<file path="config.mk">
export PLATFORM = sky130hd
export DESIGN_NAME = frame_capture_sram_ctrl_flat
export DESIGN_NICKNAME = d
export VERILOG_FILES = /design/src/rtl/frame_capture_sram_ctrl_if.sv /design/src/rtl/frame_capture_sram_ctrl.sv /design/src/flat_wrapper.sv
export SDC_FILE = /design/constraint.sdc
export NUM_CORES = 1
export LEC_CHECK = 0
export CAP_MARGIN = 20
export CORE_MARGIN = 3
export CORE_UTILIZATION = 29
export CTS_BUF_LIST = sky130_fd_sc_hd__clkbuf_8
export CTS_CLUSTER_SIZE = 10
export DETAILED_ROUTE_END_ITERATION = 6
export SLEW_MARGIN = 15
export SYNTH_ARGS = -nofsm -noshare
export SYNTH_HDL_FRONTEND = slang
export SYNTH_SLANG_ARGS = --single-unit
</file>
<file path="constraint.sdc">
create_clock -name Main_CLK -period 3.61 [get_ports Main_CLK]
set_input_delay 0.5415 -clock Main_CLK [delete_from_list [all_inputs] [get_ports Main_CLK]]
set_output_delay 0.5415 -clock Main_CLK [all_outputs]
set_load 0.01 [all_outputs]
</file>
<file path="src/rtl/frame_capture_sram_ctrl_if.sv">
// ============================================================================
// Module      : frame_capture_sram_ctrl_if
// Description : Pixel, host-handshake and SRAM pin bundle for the frame
//               capture controller.
// Revision    : 1.0 - initial release
// ============================================================================
`default_nettype none

interface frame_capture_sram_ctrl_if #(
   parameter int ADDR_W = 20
) ();
   logic              cap_req;
   logic              cap_continuous;
   logic              frame_start;
   logic              pix_valid;
   logic [23:0]       pix_data;
   logic [ADDR_W-1:0] host_rd_addr;
   logic              host_done;
   logic [ADDR_W-1:0] sram_addr;
   logic [15:0]       sram_dq_out;
   logic              sram_we_n;
   logic              sram_ce_n;
   logic              sram_oe_n;
   logic              sram_lb_n;
   logic              sram_ub_n;
   logic              cap_busy;
   logic              frame_ready;
   logic [1:0]        ready_slot;
   logic              overflow_err;
   logic              short_frame_err;

   // Controller side
   modport slave (
      input  cap_req, cap_continuous, frame_start, pix_valid, pix_data,
             host_rd_addr, host_done,
      output sram_addr, sram_dq_out, sram_we_n, sram_ce_n, sram_oe_n,
             sram_lb_n, sram_ub_n, cap_busy, frame_ready, ready_slot,
             overflow_err, short_frame_err
   );

   // Video pipeline / host side
   modport master (
      output cap_req, cap_continuous, frame_start, pix_valid, pix_data,
             host_rd_addr, host_done,
      input  sram_addr, sram_dq_out, sram_we_n, sram_ce_n, sram_oe_n,
             sram_lb_n, sram_ub_n, cap_busy, frame_ready, ready_slot,
             overflow_err, short_frame_err
   );
endinterface

`default_nettype wire

</file>
<file path="src/rtl/frame_capture_sram_ctrl.sv">
// ============================================================================
// Module      : frame_capture_sram_ctrl
// Description : Captures 24-bit video frames into a ring of slots in 16-bit
//               async SRAM (2 pixels -> 3 words) and hands them to the host.
//               Optional macro MASK_WINDOW_EN blanks a rectangle of pixels.
// Revision    : 1.0 - initial release
// ============================================================================
`default_nettype none

module frame_capture_sram_ctrl #(
   parameter int H_ACTIVE    = 640,
   parameter int V_ACTIVE    = 480,
   parameter int ADDR_W      = 20,
   parameter int BASE_ADDR   = 0,
   parameter int FRAME_SLOTS = 1,
   parameter int FIFO_DEPTH  = 4,
   parameter int MASK_X0     = 516,
   parameter int MASK_X1     = 624,
   parameter int MASK_Y0     = 381,
   parameter int MASK_Y1     = 424
) (
   input  logic                         Main_CLK,
   input  logic                         Reset,
   frame_capture_sram_ctrl_if.slave     bus
);

   localparam int c_npix = H_ACTIVE * V_ACTIVE;
   localparam int c_xw   = (H_ACTIVE > 1) ? $clog2(H_ACTIVE) : 1;
   localparam int c_yw   = (V_ACTIVE > 1) ? $clog2(V_ACTIVE) : 1;
   localparam int c_aw   = $clog2(FIFO_DEPTH);

   localparam logic [ADDR_W-1:0] c_wpf    = ADDR_W'(c_npix * 3 / 2);
   localparam logic [ADDR_W-1:0] c_base   = ADDR_W'(BASE_ADDR);
   localparam logic [c_xw-1:0]   c_x_last = c_xw'(H_ACTIVE - 1);
   localparam logic [c_yw-1:0]   c_y_last = c_yw'(V_ACTIVE - 1);
   localparam logic [1:0]        c_slot_last = 2'(FRAME_SLOTS - 1);
   localparam logic [c_aw:0]     c_depth  = (c_aw + 1)'(FIFO_DEPTH);

   localparam logic [2:0] c_st_idle    = 3'd0;
   localparam logic [2:0] c_st_armed   = 3'd1;
   localparam logic [2:0] c_st_capture = 3'd2;
   localparam logic [2:0] c_st_drain   = 3'd3;
   localparam logic [2:0] c_st_handoff = 3'd4;

   logic [2:0]        r_state, w_state_next;

   logic [c_xw-1:0]   r_x;
   logic [c_yw-1:0]   r_y;
   logic              r_p_odd;
   logic [7:0]        r_hold_b;
   logic              r_pend;
   logic [15:0]       r_pend_word;
   logic [1:0]        r_slot;
   logic [1:0]        r_ready_slot;
   logic              r_overflow;
   logic              r_short_err;

   logic [15:0]       r_mem [FIFO_DEPTH];
   logic [c_aw-1:0]   r_wptr, r_rptr;
   logic [c_aw:0]     r_count;

   logic [ADDR_W-1:0] r_word_cnt;
   logic [ADDR_W-1:0] r_wr_addr;
   logic [15:0]       r_dq;
   logic              r_we_n;

   logic              w_cap_busy, w_frame_ready, w_wr_owns;
   logic              w_arm_cap, w_start, w_short, w_pix_acc, w_rearm, w_drain_done;
   logic              w_last_pix, w_flush, w_fifo_empty;
   logic              w_acc_a, w_acc_b, w_drop, w_pop;
   logic [c_aw:0]     w_space;
   logic [23:0]       w_pix;
   logic [15:0]       w_new_word;
   logic [ADDR_W-1:0] w_slot_base;

   // ---------------------------------------------------------------- FSM
   always_ff @(posedge Main_CLK or posedge Reset) begin
      if (Reset) r_state <= c_st_idle;
      else       r_state <= w_state_next;
   end

   always_comb begin
      w_state_next = r_state;
      case (r_state)
         c_st_idle:    if (bus.cap_req)     w_state_next = c_st_armed;
         c_st_armed:   if (bus.frame_start) w_state_next = c_st_capture;
         c_st_capture: if (w_last_pix)      w_state_next = c_st_drain;
         c_st_drain:   if (w_fifo_empty && !r_pend) w_state_next = c_st_handoff;
         c_st_handoff: if (bus.host_done)
                          w_state_next = bus.cap_continuous ? c_st_armed : c_st_idle;
         default:      w_state_next = c_st_idle;
      endcase
   end

   always_comb begin
      w_cap_busy    = 1'b0;
      w_frame_ready = 1'b0;
      w_wr_owns     = 1'b0;
      w_arm_cap     = 1'b0;
      w_start       = 1'b0;
      w_short       = 1'b0;
      w_pix_acc     = 1'b0;
      w_rearm       = 1'b0;
      w_drain_done  = 1'b0;
      case (r_state)
         c_st_idle: w_arm_cap = bus.cap_req;
         c_st_armed: begin
            w_cap_busy = 1'b1;
            w_start    = bus.frame_start;
         end
         c_st_capture: begin
            w_cap_busy = 1'b1;
            w_wr_owns  = 1'b1;
            w_short    = bus.frame_start;
            w_pix_acc  = bus.pix_valid && !bus.frame_start;
         end
         c_st_drain: begin
            w_cap_busy   = 1'b1;
            w_wr_owns    = 1'b1;
            w_drain_done = w_fifo_empty && !r_pend;
         end
         c_st_handoff: begin
            w_frame_ready = 1'b1;
            w_rearm       = bus.host_done && bus.cap_continuous;
         end
         default: ;
      endcase
   end

   // ------------------------------------------------------ pixel packing
   assign w_last_pix = w_pix_acc && (r_x == c_x_last) && (r_y == c_y_last);

`ifdef MASK_WINDOW_EN
   logic w_in_mask;
   assign w_in_mask = (int'(r_x) >= MASK_X0) && (int'(r_x) <= MASK_X1) &&
                      (int'(r_y) >= MASK_Y0) && (int'(r_y) <= MASK_Y1);
   assign w_pix = w_in_mask ? 24'h000000 : bus.pix_data;
`else
   assign w_pix = bus.pix_data;
`endif

   assign w_new_word = r_p_odd ? {r_hold_b, w_pix[23:16]} : w_pix[23:8];

   always_ff @(posedge Main_CLK or posedge Reset) begin
      if (Reset) begin
         r_x         <= '0;
         r_y         <= '0;
         r_p_odd     <= 1'b0;
         r_hold_b    <= '0;
         r_pend      <= 1'b0;
         r_pend_word <= '0;
      end else begin
         if (w_start || w_short) begin
            r_x     <= '0;
            r_y     <= '0;
            r_p_odd <= 1'b0;
         end else if (w_pix_acc) begin
            r_p_odd <= ~r_p_odd;
            if (r_x == c_x_last) begin
               r_x <= '0;
               r_y <= (r_y == c_y_last) ? '0 : r_y + 1'b1;
            end else begin
               r_x <= r_x + 1'b1;
            end
         end
         if (w_pix_acc && !r_p_odd) r_hold_b <= w_pix[7:0];
         // Odd pixels emit their second word on the following cycle
         if (w_flush) begin
            r_pend <= 1'b0;
         end else if (w_pix_acc && r_p_odd) begin
            r_pend      <= 1'b1;
            r_pend_word <= w_pix[15:0];
         end else begin
            r_pend <= 1'b0;
         end
      end
   end

   // --------------------------------------------------------- word FIFO
   assign w_fifo_empty = (r_count == '0);
   assign w_flush      = w_start || w_short || w_arm_cap;
   assign w_space      = c_depth - r_count;
   assign w_acc_a      = r_pend && !w_flush && (w_space != '0);
   assign w_acc_b      = w_pix_acc && (w_space > (c_aw + 1)'(w_acc_a));
   assign w_drop       = (r_pend && !w_flush && !w_acc_a) || (w_pix_acc && !w_acc_b);
   assign w_pop        = !w_fifo_empty && !w_flush && w_wr_owns;

   always_ff @(posedge Main_CLK) begin
      if (w_acc_a) r_mem[r_wptr] <= r_pend_word;
      if (w_acc_b) r_mem[r_wptr + c_aw'(w_acc_a)] <= w_new_word;
   end

   always_ff @(posedge Main_CLK or posedge Reset) begin
      if (Reset) begin
         r_wptr  <= '0;
         r_rptr  <= '0;
         r_count <= '0;
      end else if (w_flush) begin
         r_wptr  <= '0;
         r_rptr  <= '0;
         r_count <= '0;
      end else begin
         r_wptr  <= r_wptr + c_aw'(w_acc_a) + c_aw'(w_acc_b);
         r_rptr  <= r_rptr + c_aw'(w_pop);
         r_count <= r_count + (c_aw + 1)'(w_acc_a) + (c_aw + 1)'(w_acc_b)
                    - (c_aw + 1)'(w_pop);
      end
   end

   // -------------------------------------------------------- write path
   assign w_slot_base = c_base + ADDR_W'(r_slot) * c_wpf;

   always_ff @(posedge Main_CLK or posedge Reset) begin
      if (Reset) begin
         r_word_cnt <= '0;
         r_wr_addr  <= '0;
         r_dq       <= '0;
         r_we_n     <= 1'b1;
      end else begin
         if (w_flush) begin
            r_word_cnt <= '0;
            r_we_n     <= 1'b1;
         end else if (w_pop) begin
            r_wr_addr  <= w_slot_base + r_word_cnt;
            r_dq       <= r_mem[r_rptr];
            r_we_n     <= 1'b0;
            r_word_cnt <= r_word_cnt + 1'b1;
         end else begin
            r_we_n     <= 1'b1;
         end
      end
   end

   // ------------------------------------------------ slots and status
   always_ff @(posedge Main_CLK or posedge Reset) begin
      if (Reset) begin
         r_slot       <= '0;
         r_ready_slot <= '0;
         r_overflow   <= 1'b0;
         r_short_err  <= 1'b0;
      end else begin
         if (w_arm_cap)    r_slot <= '0;
         else if (w_rearm) r_slot <= (r_slot == c_slot_last) ? 2'd0 : r_slot + 2'd1;
         if (w_drain_done) r_ready_slot <= r_slot;
         if (w_arm_cap)    r_overflow <= 1'b0;
         else if (w_drop)  r_overflow <= 1'b1;
         if (w_arm_cap)    r_short_err <= 1'b0;
         else if (w_short) r_short_err <= 1'b1;
      end
   end

   assign bus.sram_addr       = w_wr_owns ? r_wr_addr : bus.host_rd_addr;
   assign bus.sram_dq_out     = r_dq;
   assign bus.sram_we_n       = r_we_n;
   assign bus.sram_ce_n       = 1'b0;
   assign bus.sram_oe_n       = 1'b0;
   assign bus.sram_lb_n       = 1'b0;
   assign bus.sram_ub_n       = 1'b0;
   assign bus.cap_busy        = w_cap_busy;
   assign bus.frame_ready     = w_frame_ready;
   assign bus.ready_slot      = r_ready_slot;
   assign bus.overflow_err    = r_overflow;
   assign bus.short_frame_err = r_short_err;

endmodule

`default_nettype wire

</file>
<file path="src/flat_wrapper.sv">
// flat-port wrapper written by rule: the top's interface ports become plain ports
module frame_capture_sram_ctrl_flat 
#(
   parameter int H_ACTIVE    = 640,
   parameter int V_ACTIVE    = 480,
   parameter int ADDR_W      = 20,
   parameter int BASE_ADDR   = 0,
   parameter int FRAME_SLOTS = 1,
   parameter int FIFO_DEPTH  = 4,
   parameter int MASK_X0     = 516,
   parameter int MASK_X1     = 624,
   parameter int MASK_Y0     = 381,
   parameter int MASK_Y1     = 424
)
  (Main_CLK, Reset, bus_cap_req, bus_cap_continuous, bus_frame_start, bus_pix_valid, bus_pix_data, bus_host_rd_addr, bus_host_done, bus_sram_addr, bus_sram_dq_out, bus_sram_we_n, bus_sram_ce_n, bus_sram_oe_n, bus_sram_lb_n, bus_sram_ub_n, bus_cap_busy, bus_frame_ready, bus_ready_slot, bus_overflow_err, bus_short_frame_err);
  frame_capture_sram_ctrl_if #(.ADDR_W(ADDR_W)) bus_i ();
  input  logic Main_CLK;
  input  logic Reset;
  input wire logic [$bits(bus_i.cap_req)-1:0] bus_cap_req;
  input wire logic [$bits(bus_i.cap_continuous)-1:0] bus_cap_continuous;
  input wire logic [$bits(bus_i.frame_start)-1:0] bus_frame_start;
  input wire logic [$bits(bus_i.pix_valid)-1:0] bus_pix_valid;
  input wire logic [$bits(bus_i.pix_data)-1:0] bus_pix_data;
  input wire logic [$bits(bus_i.host_rd_addr)-1:0] bus_host_rd_addr;
  input wire logic [$bits(bus_i.host_done)-1:0] bus_host_done;
  output wire logic [$bits(bus_i.sram_addr)-1:0] bus_sram_addr;
  output wire logic [$bits(bus_i.sram_dq_out)-1:0] bus_sram_dq_out;
  output wire logic [$bits(bus_i.sram_we_n)-1:0] bus_sram_we_n;
  output wire logic [$bits(bus_i.sram_ce_n)-1:0] bus_sram_ce_n;
  output wire logic [$bits(bus_i.sram_oe_n)-1:0] bus_sram_oe_n;
  output wire logic [$bits(bus_i.sram_lb_n)-1:0] bus_sram_lb_n;
  output wire logic [$bits(bus_i.sram_ub_n)-1:0] bus_sram_ub_n;
  output wire logic [$bits(bus_i.cap_busy)-1:0] bus_cap_busy;
  output wire logic [$bits(bus_i.frame_ready)-1:0] bus_frame_ready;
  output wire logic [$bits(bus_i.ready_slot)-1:0] bus_ready_slot;
  output wire logic [$bits(bus_i.overflow_err)-1:0] bus_overflow_err;
  output wire logic [$bits(bus_i.short_frame_err)-1:0] bus_short_frame_err;
  assign bus_i.cap_req = bus_cap_req;
  assign bus_i.cap_continuous = bus_cap_continuous;
  assign bus_i.frame_start = bus_frame_start;
  assign bus_i.pix_valid = bus_pix_valid;
  assign bus_i.pix_data = bus_pix_data;
  assign bus_i.host_rd_addr = bus_host_rd_addr;
  assign bus_i.host_done = bus_host_done;
  assign bus_sram_addr = bus_i.sram_addr;
  assign bus_sram_dq_out = bus_i.sram_dq_out;
  assign bus_sram_we_n = bus_i.sram_we_n;
  assign bus_sram_ce_n = bus_i.sram_ce_n;
  assign bus_sram_oe_n = bus_i.sram_oe_n;
  assign bus_sram_lb_n = bus_i.sram_lb_n;
  assign bus_sram_ub_n = bus_i.sram_ub_n;
  assign bus_cap_busy = bus_i.cap_busy;
  assign bus_frame_ready = bus_i.frame_ready;
  assign bus_ready_slot = bus_i.ready_slot;
  assign bus_overflow_err = bus_i.overflow_err;
  assign bus_short_frame_err = bus_i.short_frame_err;
  frame_capture_sram_ctrl #(.H_ACTIVE(H_ACTIVE), .V_ACTIVE(V_ACTIVE), .ADDR_W(ADDR_W), .BASE_ADDR(BASE_ADDR), .FRAME_SLOTS(FRAME_SLOTS), .FIFO_DEPTH(FIFO_DEPTH), .MASK_X0(MASK_X0), .MASK_X1(MASK_X1), .MASK_Y0(MASK_Y0), .MASK_Y1(MASK_Y1)) u_core (.Main_CLK(Main_CLK), .Reset(Reset), .bus(bus_i));
endmodule
</file>
Yosys cells after proc, flatten, opt, wreduce, memory -nomap -nowiden
Memory sizes are Yosys's and may differ from the RTL's. A register that Yosys moved wholly into a read port is not among the register bits.
Index checks and enable logic that the tools add are counted.
- $mul: 1
- mux-type cells: 47
- bitwise logic cells: 2
- order comparisons: 1
- $add $sub $neg: 12
- div/mod/pow operators: 0
- eq/ne operators: 11
- shift operators: 0
- reductions and logical operators: 40
- operator list (cell ; number):
    $mux W20 ; 3
    $mux W9 ; 4
    $mux W10 ; 3
    $mux W1 ; 24
    $add A20 B1 Y20 const B ; 1
    $add A20 B20 Y20 ; 1
    $mux W3 ; 6
    $mux W16 ; 1
    $pmux W3 S5 ; 1
    $logic_and A1 B1 Y1 ; 14
    $reduce_bool A2 Y1 ; 6
    $add A10 B1 Y10 const B ; 1
    $eq A10 B10 Y1 const B ; 1
    $mux W2 ; 5
    $add A9 B1 Y9 const B ; 1
    $eq A9 B9 Y1 const B ; 1
    $mul A2 B8 Y9 const B ; 1
    $logic_not A1 Y1 ; 7
    $add A2 B1 Y2 ; 3
    $add A3 B1 Y3 ; 2
    $eq A3 B2 Y1 const B ; 2
    $logic_not A3 Y1 ; 2
    $ne A2 B2 Y1 const B ; 3
    $reduce_and A2 Y1 ; 3
    other kinds (14) ; 18
- memory bits (writable): 64
- output and inout port bits: 47
- register bits after elaboration: 102
- word-level logic and storage cells: 132
- bits in read-only memories: 0
- memories kept: 1
- latch bits: 0
- memory list (name ; words ; bits a word ; read ports ; clocked after Yosys merged registers in ; write ports ; RTL line ; source):
    u_core.r_mem ; 4 ; 16 ; 1 ; 1 ; 2 ; frame_capture_sram_ctrl.sv:58 ; logic [15:0] r_mem [FIFO_DEPTH];

Logic depth before layout (Yosys ltp)
- word-level depth: 14
- mapped depth: 12

Worst setup path after synthesis
No wires, ideal clock.
- path kind: register to register
- start: reg u_core.r_count[0]
- end: mem u_core.r_mem[0][0], enable pin
- period minus slack after synthesis: 3.232 ns
- data required time: 3.215 ns
- arrival time: 2.837 ns
- path slack: 0.378 ns
- stages on the path, launching flop included: 10
- cells stage by stage: dfrtp_1 > inv_1 > ha_1 > ha_1 > nand2b_1 > a211oi_2 > ha_1 > nor3_1 > a21oi_1 > o22ai_1
- RTL lines (what ; RTL line ; source):
    start: declaration ; frame_capture_sram_ctrl.sv:60 ; logic [c_aw:0] r_count;
    start signal: assignment ; frame_capture_sram_ctrl.sv:205 ; r_count <= r_count + (c_aw + 1)'(w_acc_a) + (c_aw + 1)'(w_acc_b)
    end: declaration ; frame_capture_sram_ctrl.sv:58 ;

Final worst setup path
- start: reg u_core.r_state[2]
- end: out bus_sram_addr[2]
- word-level cells in the longest chain between the ends: 4
- elaborated cells on any way between the ends: 5
- those cells by class: eq/ne (2); mux (2); reduce/logical (1)
- RTL lines (what ; RTL line ; source):
    start: declaration ; frame_capture_sram_ctrl.sv:45 ; logic [2:0] r_state, w_state_next;
    start signal: assignment ; frame_capture_sram_ctrl.sv:78 ; if (Reset) r_state <= c_st_idle;
    start signal: assignment ; frame_capture_sram_ctrl.sv:79 ; else r_state <= w_state_next;
    $eq A3 B2 Y1 ; frame_capture_sram_ctrl.sv:105 ; case (r_state)
    $reduce_or A2 Y1 (no source line) * ; - ;
    $mux W1 * ; frame_capture_sram_ctrl.sv:105 ;
    $mux W20 * ; frame_capture_sram_ctrl.sv:252 ; assign bus.sram_addr = w_wr_owns ? r_wr_addr : bus.host_rd_addr;
    end: declaration ; flat_wrapper.sv:26 ; output wire logic [$bits(bus_i.sram_addr)-1:0] bus_sram_addr;
Every way passes the cells marked *; elsewhere a longest branch is shown, timed or not.

==> run summary <==
drt wl/cell = 15.74 microns
first-pass GRT wire length = 33390 microns
Post-synth EDFFs = 64
Final Max Tran Viols = 0
number of fill cells = 3060
outcome = finished clean
RSZ-0062 raised after global routing = false
Crit Path Max Fanout = 21
Hold Vio Cnt, Final = 0
Post-Route WL = 20280 microns
drt pass-1 iters = 7
pin slew with the least headroom to its limit = 0.8676 ns
root buf cell = clkbuf_8
area of the multi-input gates = 0.004096 sq mm
dpl hpwl = 14050 microns
worst setup path startpoint = u_core.r_state[2]
Seq/Total Area, Yosys = 0.5301
detailed-route via count = 6121
Hold WS = 0.4813 ns
Setup crit start kind = register
Skew-Pair Late Insertion Delay = 0.47 ns
hold_buf cts = 0
Initial DRC Count = 423
initial antenna violation count = 0
vias in the first global route = 6144
placer congestion estimate = 0.8247
Syn. warnings = 0
final worst-path cycle share = 0.9104
CTS tree = yes
FFs w/ async S/R, synth = 0.6484
Nets = 950
Worst-path clk slew = 0.11 ns
Period minus WS final = 3.287 ns
CTS-repair resized insts = 0
Rows = 64
Num CTS Buffers = 17
Arrival @ worst endpoint = 2.75 ns
Hold Crit Class = reg -> reg
clk sinks = 182
# Max-Cap Violations = 0
register area = 0.004876 sq mm
Crit. End Element = output pin
reg-to-reg critical path startpoint = u_core.r_count[1]
HP Start = u_core.bus.sram_dq_out[8]
max frequency = 304.3 MHz
H-Tree Depth = 4
P per Cell Area = 649.0 mW/mm^2
dominant synthesized flop cell = dfrtp_1
worst clock skew = 0.02161 ns
synth unique cells = 56
Tot Pwr = 0.007212 W
post-CTS setup buffers = 0
DR vias/cell = 4.752
layout cells sized above 1 = 0.2209
Top Ports = 98
required time worst endpoint = 3.07 ns
Sum Neg Setup Slack = 0 ns
Initial Utilization = 0.2976
Clock Tree Buf Depth = 2
Remaining Overflow, GRT = 0
mapped cell area = 0.009199 sq mm
largest net degree at the start of global routing = 60
Setup CP Type = reg -> out
Setup Viol. Count Final = 0
Seq cells post-synth = 182
global-route usage over all layers = 0.1229
Antenna Diode Count = 0
Die Area = 0.03389 sq mm
Mapped Cells = 775
Post-Syn Area per Cell = 11.87 sq um
Core Region = 0.03091 sq mm
die height = 184.1 microns
Residual DRC = 0
P_leak = 4.636 nW
P&R area growth vs syn = 20.80%
post-route ant nets = 0
Rel. slew slack = 0.4216
die width = 184.1 microns
PortBufs = 93
worst vdd ir = 0.0002610 V
## placed cells by master, fill, tap and decap left out, types with 4 or more instances in the layout
cell / count
nand3b_1: 4
mux4_2: 16
mux2i_1: 6
inv_1: 22
nor2_1: 40
and3_1: 12
a21o_1: 4
clkdlybuf4s50_1: 93
nand2_1: 130
edfxtp_1: 64
o21ai_0: 31
nand4_1: 8
nor4_1: 4
mux2_2: 114
nor3_1: 14
a21oi_1: 10
conb_1: 4
dfrtp_1: 117
xor2_1: 13
clkbuf_8: 17
inv_6: 6
o31ai_1: 5
nor2b_1: 4
xnor2_1: 21
buf_4: 22
ha_1: 17
nand3_1: 28
mux2_1: 10
## state kept, by name, summed over array words and instances (netlist names), 8 cells and up
signal and cells:
u_core.bus.sram_dq_out 16, u_core.r_hold_b 8, u_core.r_mem 64, u_core.r_pend_word 16, u_core.r_word_cnt 20, u_core.r_wr_addr 20, u_core.r_x 10, u_core.r_y 9
## synth_stat cells, drive strengths merged (3+ instances only)
master / instances / area [sq um]
clkbuf: 17 / 63.81
a21oi: 10 / 50.05
xor2: 13 / 113.9
nor2: 41 / 156.4
mux2i: 6 / 60.06
dfrtp: 117 / 2928
nand2b: 3 / 18.77
inv: 23 / 86.33
o21ai: 33 / 176.4
ha: 17 / 212.7
nor3b: 3 / 22.52
edfxtp: 64 / 1922
o31ai: 5 / 37.54
xnor2: 21 / 183.9
and4: 3 / 26.28
nand3b: 4 / 30.03
nor3: 14 / 70.07
mux4: 16 / 360.4
nand4: 10 / 75.07
and3: 12 / 75.07
nand3: 29 / 150.1
nand2: 130 / 488.0
nor4: 4 / 25.02
nor2b: 4 / 25.02
a21o: 4 / 30.03
mux2: 124 / 1396
fa: 3 / 60.06
buf: 17 / 95.09
## through the flow
stage	cell area (sq um)	utilization	worst slack, ns	std cells
after floorplan	9214	-	0.3776	778
after global placement	10680	0.3455	0.1889	1256
after detailed placement	10680	0.3455	0.1711	1256
after CTS	11110	0.3595	0.2998	1288
after global routing	11110	0.3595	0.1219	1288
final	11110	0.3595	0.3234	1288
## cells by family after synthesis
kind of cell,count (synthesis),synth area share
fa+ha+maj,20,0.02965
flops,182,0.5301
simple gates,267,0.1376
xor+xnor,34,0.03237
buf+inv,58,0.02707
mux,146,0.1975
other cells,1,0.0004077
compound gates,67,0.04530
## per-layer routing
layer | vias up | wire length (microns) | global-route usage
li1 | 2975 | - | -
met1 | 3028 | 9657 | 0.1697
met2 | 107 | 9727 | 0.2036
met3 | 11 | 708 | 0.02013
met4 | 0 | 183 | 0.02903
met5 | - | 0 | 0
## final cells by class
| type | instances | area share |
|---|---|---|
| repair buffers | 116 | 0.1004 |
| well taps | 396 | 0.04459 |
| inverters | 24 | 0.008445 |
| multi-input cells | 538 | 0.3687 |
| flip-flops and latches | 182 | 0.4388 |
| clock inverters | 15 | 0.01802 |
| clock buffers | 17 | 0.02106 |
## critical path, stage by stage (launching register included)
cell and delay, ns:
dfrtp_1 0.59, clkinv_1 0.38, nand2_1 0.15, buf_4 0.29
mux2_2 0.37, clkdlybuf4s50_1 0.48
## where the power goes
part	switching (W)	total, W	leakage, nW	internal (W)
clock	0.000838	0.00150	0.220	0.000659
combinational	0.00131	0.00272	2.25	0.00141
sequential	0.000399	0.00300	2.17	0.00260
## final timing paths
path                       slack (ns)                        end  cells past startpoint
max in group asynchronous        2.29       u_core.r_word_cnt[0]                      3
min reg2reg                      0.48  u_core.bus.sram_dq_out[8]                      2
min                              0.48  u_core.bus.sram_dq_out[8]                      2
max reg2reg                      0.40         u_core.r_mem[2][9]                      9
min in group asynchronous        0.56      u_core.r_pend_word[2]                      2
max                              0.32           bus_sram_addr[2]                      5
Note: power is estimated with default switching activity, not from simulation.
